**config.mk**
```make
export PLATFORM = sky130hd
export DESIGN_NAME = melody_sequencer
export DESIGN_NICKNAME = d
export VERILOG_FILES = /design/src/rtl/melody_pkg.sv /design/src/rtl/score_buffer.sv /design/src/rtl/melody_sequencer.sv
export SDC_FILE = /design/constraint.sdc
export NUM_CORES = 1
export LEC_CHECK = 0
export BUFFER_PORTS_ARGS = -buffer_cell sky130_fd_sc_hd__buf_2
export CAP_MARGIN = 15
export CELL_PAD_IN_SITES_DETAIL_PLACEMENT = 1
export CELL_PAD_IN_SITES_GLOBAL_PLACEMENT = 1
export CORE_UTILIZATION = 55
export DETAILED_ROUTE_END_ITERATION = 6
export GPL_TIMING_DRIVEN = 0
export PLACE_DENSITY_LB_ADDON = 0.1
export SYNTH_ARGS = -nofsm -noshare
export SYNTH_HDL_FRONTEND = slang
export SYNTH_SLANG_ARGS = --single-unit
```
**constraint.sdc**
```tcl
create_clock -name clk -period 9.48 [get_ports clk]
set_input_delay 0.474 -clock clk [delete_from_list [all_inputs] [get_ports clk]]
set_output_delay 0.474 -clock clk [all_outputs]
set_load 0.02 [all_outputs]
```
**src/rtl/melody_pkg.sv**
```systemverilog
// Shared types and helpers for the melody sequencer: FSM state, score entry layout,
// rest marker and note-duration arithmetic.
package melody_pkg;

    typedef enum logic [2:0] {
        StIdle,
        StWaitTbl,
        StFetch,
        StPlay,
        StGap,
        StDone
    } seq_state_t;

    typedef struct packed {
        logic [2:0] dur;
        logic [4:0] idx;
    } score_entry_t;

    localparam logic [4:0] REST_IDX = 5'd31;

    // Duration code d stretches the shortest note by 2^d.
    function automatic int unsigned dur_cycles(input int unsigned unit, input logic [2:0] d);
        return unit << d;
    endfunction

endpackage

```
**src/rtl/score_buffer.sv**
```systemverilog
// Score storage: Depth x 8-bit register array with one write port and a registered read port.
module score_buffer #(
    parameter int unsigned Depth = 16,
    parameter int unsigned AddrW = $clog2(Depth)
) (
    input  logic             clk_i,
    input  logic             rst_ni,
    input  logic             we_i,
    input  logic [AddrW-1:0] waddr_i,
    input  logic [7:0]       wdata_i,
    input  logic [AddrW-1:0] raddr_i,
    output logic [7:0]       rdata_o
);

    logic [7:0] mem_q [Depth];
    logic [7:0] rdata_q;

    always_ff @(posedge clk_i) begin
        if (we_i) begin
            mem_q[waddr_i] <= wdata_i;
        end
    end

    always_ff @(posedge clk_i or negedge rst_ni) begin
        if (!rst_ni) begin
            rdata_q <= '0;
        end else begin
            rdata_q <= mem_q[raddr_i];
        end
    end

    assign rdata_o = rdata_q;

endmodule

```
**src/rtl/melody_sequencer.sv**
```systemverilog
// Steps through a stored score of (duration, note) entries, timing notes and gaps from the tempo.
// Define MELODY_LOOP_EN to let the loop input wrap playback back to entry 0.
module melody_sequencer
    import melody_pkg::*;
#(
    parameter int unsigned CLK_REF     = 50_000_000,
    parameter int unsigned TEMP        = 8,
    parameter int unsigned NOTE_UNIT   = CLK_REF / TEMP,
    parameter int unsigned GAP_CYCLES  = NOTE_UNIT / 8,
    parameter int unsigned NUM_OCTAV   = 1,
    parameter int unsigned SCORE_DEPTH = 16,
    localparam int unsigned NumNotes   = NUM_OCTAV * 7,
    localparam int unsigned AddrW      = $clog2(NumNotes),
    localparam int unsigned StepW      = $clog2(SCORE_DEPTH)
) (
    input  logic             clk,
    input  logic             reset_l,
    input  logic             enable_l,
    input  logic             score_we,
    input  logic [7:0]       score_wdata,
    input  logic             score_clr,
    input  logic             start,
    input  logic             stop,
    input  logic             loop,
    input  logic             table_work,
    output logic [AddrW-1:0] note_addr,
    output logic             note_play,
    output logic             busy,
    output logic             done,
    output logic             score_full,
    output logic [StepW-1:0] step
);

    localparam int unsigned PtrW = StepW + 1;
    localparam int unsigned CntW = $clog2(NOTE_UNIT * 128);

    seq_state_t       state_q, state_d;
    logic [PtrW-1:0]  wr_ptr_q, wr_ptr_d;
    logic [StepW-1:0] rd_ptr_q, rd_ptr_d;
    logic [CntW-1:0]  cnt_q, cnt_d;
    logic [AddrW-1:0] note_addr_q, note_addr_d;
    logic             sound_q, sound_d;
    logic             buf_we;
    logic             advance;
    logic             last_entry;
    logic             loop_en;
    logic [7:0]       rd_data;
    score_entry_t     entry;

`ifdef MELODY_LOOP_EN
    assign loop_en = loop;
`else
    logic unused_loop;
    assign unused_loop = loop;
    assign loop_en     = 1'b0;
`endif

    // Read address is the next-state pointer so the entry is ready during FETCH.
    score_buffer #(
        .Depth (SCORE_DEPTH)
    ) u_score_buffer (
        .clk_i   (clk),
        .rst_ni  (reset_l),
        .we_i    (buf_we),
        .waddr_i (wr_ptr_q[StepW-1:0]),
        .wdata_i (score_wdata),
        .raddr_i (rd_ptr_d),
        .rdata_o (rd_data)
    );

    assign entry      = score_entry_t'(rd_data);
    assign score_full = (wr_ptr_q == PtrW'(SCORE_DEPTH));
    assign last_entry = (PtrW'(rd_ptr_q) + PtrW'(1)) >= wr_ptr_q;

    always_comb begin
        state_d     = state_q;
        wr_ptr_d    = wr_ptr_q;
        rd_ptr_d    = rd_ptr_q;
        cnt_d       = cnt_q;
        note_addr_d = note_addr_q;
        sound_d     = sound_q;
        buf_we      = 1'b0;
        advance     = 1'b0;

        if (stop) begin
            state_d  = StIdle;
            rd_ptr_d = '0;
            cnt_d    = '0;
        end else if (!enable_l) begin
            case (state_q)
                StIdle: begin
                    rd_ptr_d = '0;
                    if (score_clr) begin
                        wr_ptr_d = '0;
                    end else if (score_we && !score_full) begin
                        buf_we   = 1'b1;
                        wr_ptr_d = wr_ptr_q + PtrW'(1);
                    end
                    if (start) begin
                        state_d = (wr_ptr_q != '0) ? StWaitTbl : StDone;
                    end
                end
                StWaitTbl: begin
                    if (table_work) begin
                        state_d = StFetch;
                    end
                end
                StFetch: begin
                    // Rests and notes beyond the table keep the previous address and play silent.
                    if (entry.idx != REST_IDX && 32'(entry.idx) < NumNotes) begin
                        note_addr_d = AddrW'(entry.idx);
                        sound_d     = 1'b1;
                    end else begin
                        sound_d     = 1'b0;
                    end
                    cnt_d   = CntW'(dur_cycles(NOTE_UNIT, entry.dur) - 1);
                    state_d = StPlay;
                end
                StPlay: begin
                    if (cnt_q != '0) begin
                        cnt_d = cnt_q - CntW'(1);
                    end else if (GAP_CYCLES > 0) begin
                        state_d = StGap;
                        cnt_d   = CntW'(GAP_CYCLES - 1);
                    end else begin
                        advance = 1'b1;
                    end
                end
                StGap: begin
                    if (cnt_q != '0) begin
                        cnt_d = cnt_q - CntW'(1);
                    end else begin
                        advance = 1'b1;
                    end
                end
                StDone: begin
                    state_d = StIdle;
                end
                default: begin
                    state_d = StIdle;
                end
            endcase

            if (advance) begin
                if (!last_entry) begin
                    state_d  = StFetch;
                    rd_ptr_d = rd_ptr_q + StepW'(1);
                end else if (loop_en) begin
                    state_d  = StFetch;
                    rd_ptr_d = '0;
                end else begin
                    state_d  = StDone;
                    rd_ptr_d = '0;
                end
            end
        end
    end

    always_ff @(posedge clk or negedge reset_l) begin
        if (!reset_l) begin
            state_q     <= StIdle;
            wr_ptr_q    <= '0;
            rd_ptr_q    <= '0;
            cnt_q       <= '0;
            note_addr_q <= '0;
            sound_q     <= 1'b0;
        end else begin
            state_q     <= state_d;
            wr_ptr_q    <= wr_ptr_d;
            rd_ptr_q    <= rd_ptr_d;
            cnt_q       <= cnt_d;
            note_addr_q <= note_addr_d;
            sound_q     <= sound_d;
        end
    end

    assign note_addr = note_addr_q;
    assign note_play = (state_q == StPlay) && sound_q && table_work && !enable_l && !stop;
    assign busy      = (state_q != StIdle) && (state_q != StDone);
    assign done      = (state_q == StDone);
    assign step      = rd_ptr_q;

endmodule

```
==> reports/results.ini <==
[power_and_ir_drop]
peakVddDrop_mv=0.169
power.density_nw_per_um2=315
p_leak_nw=3.74

[route]
remaining_drc_errors=0
antenna_left=0
drt-pass1-iter-count=5
drt_iter0_drc=699
dr_total_vias=6626
viasPerCell=6.61
wl_mm=25.2
wire_per_inst_um=25.2

[worst_setup_path]
worst_ep_required_time_ps=9780
crit_path_start=wr_ptr_q[3]
critical_path_class=register to register
crit_arrival_ps=4700
crit_fanout=10
endpoint_kind=register
crit_path_start_kind=register
r2r-start=wr_ptr_q[3]

[die]
row_count=45
die_w_um=128
die_h_um=128
start_util_pct=57.0
pin_count=28
core_region_area_um2=15400
die_area_um2=16400

[timing]
worst_pin_slew_ps=1110
setup_violations=0
max_slew_margin_pct=25.7
hold_viol_final=0
fin_setup_tns_ps=0
finalCritPeriodShare_pct=46.4
fin_crit_ps=4400
fmax_mhz=227
skew_ps=14.2
rsz0062_at_grt=false
final.setup.worst_slack_ps=5080
slew_viol_final=0

[cells_and_area]
n_antenna_cell=0
layout_common_cells=edfxtp_1 (128), o21ai_0 (83), nand2_1 (62), dfrtp_1 (54), nor2_1 (50)
nets=808
drive_gt1_share_pct=16.3
layout_commonest_cell=edfxtp_1
fillers=1549
area_growth_pct=12.2

[global_route]
grt_pass1_vias=6942
antenna_found_initial=0
grt_pass1_wl_mm=39.6
gr-usage-all-layers_pct=32.9
gr-total-overflow=0
grt_max_degree=32

[clocking]
h-tree-depth=4
clkTransAtPathRegs_ps=80
insertion_delay_ps=450
clkSinkCount=182
cts_resized=0
cts_buffers=17
holdBufCountCts=0
root_buffer=clkbuf_16
cts_setup_buffers=0
clockBufferDepth=2
cts_tree=yes

[synth]
synth-main-ff-cell=edfxtp_1
synthDistinctLibCells=63
syn-cell-area_um2=8760
syn-num-nets=759
synth-edff-count=128
syn_avg_cell_area_um2=12.0
syn_inst=729
synth.yosys.warnings=0
async_flop_share_pct=29.7
yosysSeqAreaShare_pct=59.3
synth_seq_cells=182

[placement]
pre_cts_slack_ps=5370
gp_congestion=0.890
io_buffers=25
dpl.hpwl_mm=17.1

[job]
maxCapViolCount=0

[status]
status=complete, no violations

[hold_path]
hold_path_class=primary input to async pin

synthesized netlist by cell type (4+ instances only):
cell type	n	share of area, %
nor2_1	50	2.1
a31oi_1	7	0.50
mux4_2	8	2.1
a32o_1	5	0.57
o211ai_2	8	1.1
o21ai_0	83	4.7
mux2i_1	19	2.2
nor4_1	11	0.79
nor3_1	28	1.6
edfxtp_1	128	44
xnor2_1	7	0.70
and3_1	5	0.36
o31ai_1	6	0.51
buf_2	7	0.40
ha_1	13	1.9
nand2b_1	6	0.43
inv_1	18	0.77
nand3b_1	9	0.77
dfrtp_1	54	15
o221ai_1	9	0.90
a21oi_1	27	1.5
mux2_2	24	3.1
or3_1	8	0.57
or2_2	5	0.36
nand4_1	12	0.86
nor4_4	4	0.97
nand3_1	17	0.97
nand2_1	62	2.7
clkbuf_1	27	1.2
o32a_1	8	0.91
metal layers:
layer  global-route usage [%]  up-vias  routed length, µm
met1                     40.6     3398              10100
met3                     5.34       56               1280
met5                        0        -                  0
li1                         -     2876                  -
met4                     14.6        0                829
met2                     57.0      296              13000
per-stage QoR:
stage               cell area, µm²  cells  utilization (%)  hold slack [ps]  power (W)
floorplan                     8760    729                -              178    0.00189
global placement              9150    965             59.5              470    0.00223
detailed placement            9180    966             59.7              485    0.00230
CTS                           9800    998             63.8              101    0.00305
global route                  9830   1002             64.0              142    0.00323
finish                        9830   1002             64.0             93.3    0.00309
cell families after synthesis:
logic type               Yosys count  share of synthesized area, %
buffers and inverters             59                          2.93
multiplexers                      51                          7.31
flip-flops                       182                          59.3
XOR/XNOR                          10                          1.00
adder cells (fa/ha/maj)           13                          1.86
AO/OA/AOI/OAI                    181                          13.5
AND/OR/NAND/NOR                  233                          14.1
power by group:
part / total [W] / leakage, nW / switching, W / internal (W)
combinational: 0.00136 / 1.56 / 0.000981 / 0.000382
sequential: 0.00100 / 1.87 / 0.0000821 / 0.000920
clock: 0.000729 / 0.303 / 0.000367 / 0.000362
total: 0.00309 / 3.74 / 0.00143 / 0.00166
sequential cells by signal (all words and copies together) (netlist names):
register and count:
wr_ptr_q 5, cnt_q 30, note_addr 3, u_score_buffer.rdata_o 8, u_score_buffer.mem_q 128, state_q 3
sound_q 1, step 4
cell type report:
class	count	area (µm²)	area share, %
Buffer	41	189	1.92
Tap cell	211	264	2.69
Sequential cell	182	5190	52.8
Multi-Input combinational cell	488	3310	33.6
Inverter	18	67.6	0.687
Clock buffer	17	425	4.33
Clock inverter	15	203	2.06
Timing Repair Buffer	30	180	1.83
critical path, stage by stage, from the launching register on:
cell and delay [ps]:
dfrtp_1 340, clkbuf_1 470, inv_1 210, ha_1 410, a21oi_1 200, a21boi_0 200, or4_1 600, nor4b_4 540
nor2_2 140, buf_2 240, mux2_2 320, o221ai_1 400, o211ai_2 170
final timing paths:
path / cells after the start / slack (ps) / end
worst max-delay path: 12 / 5080 / u_score_buffer.rdata_o[0]
worst min-delay path: 1 / 90 / state_q[2]
worst max register to register: 12 / 5080 / u_score_buffer.rdata_o[0]
worst min register to register: 1 / 500 / sound_q
max in group asynchronous: 2 / 8790 / cnt_q[11]
min in group clk: 1 / 440 / u_score_buffer.mem_q[5][0]
(Power assumes the default switching activity.)
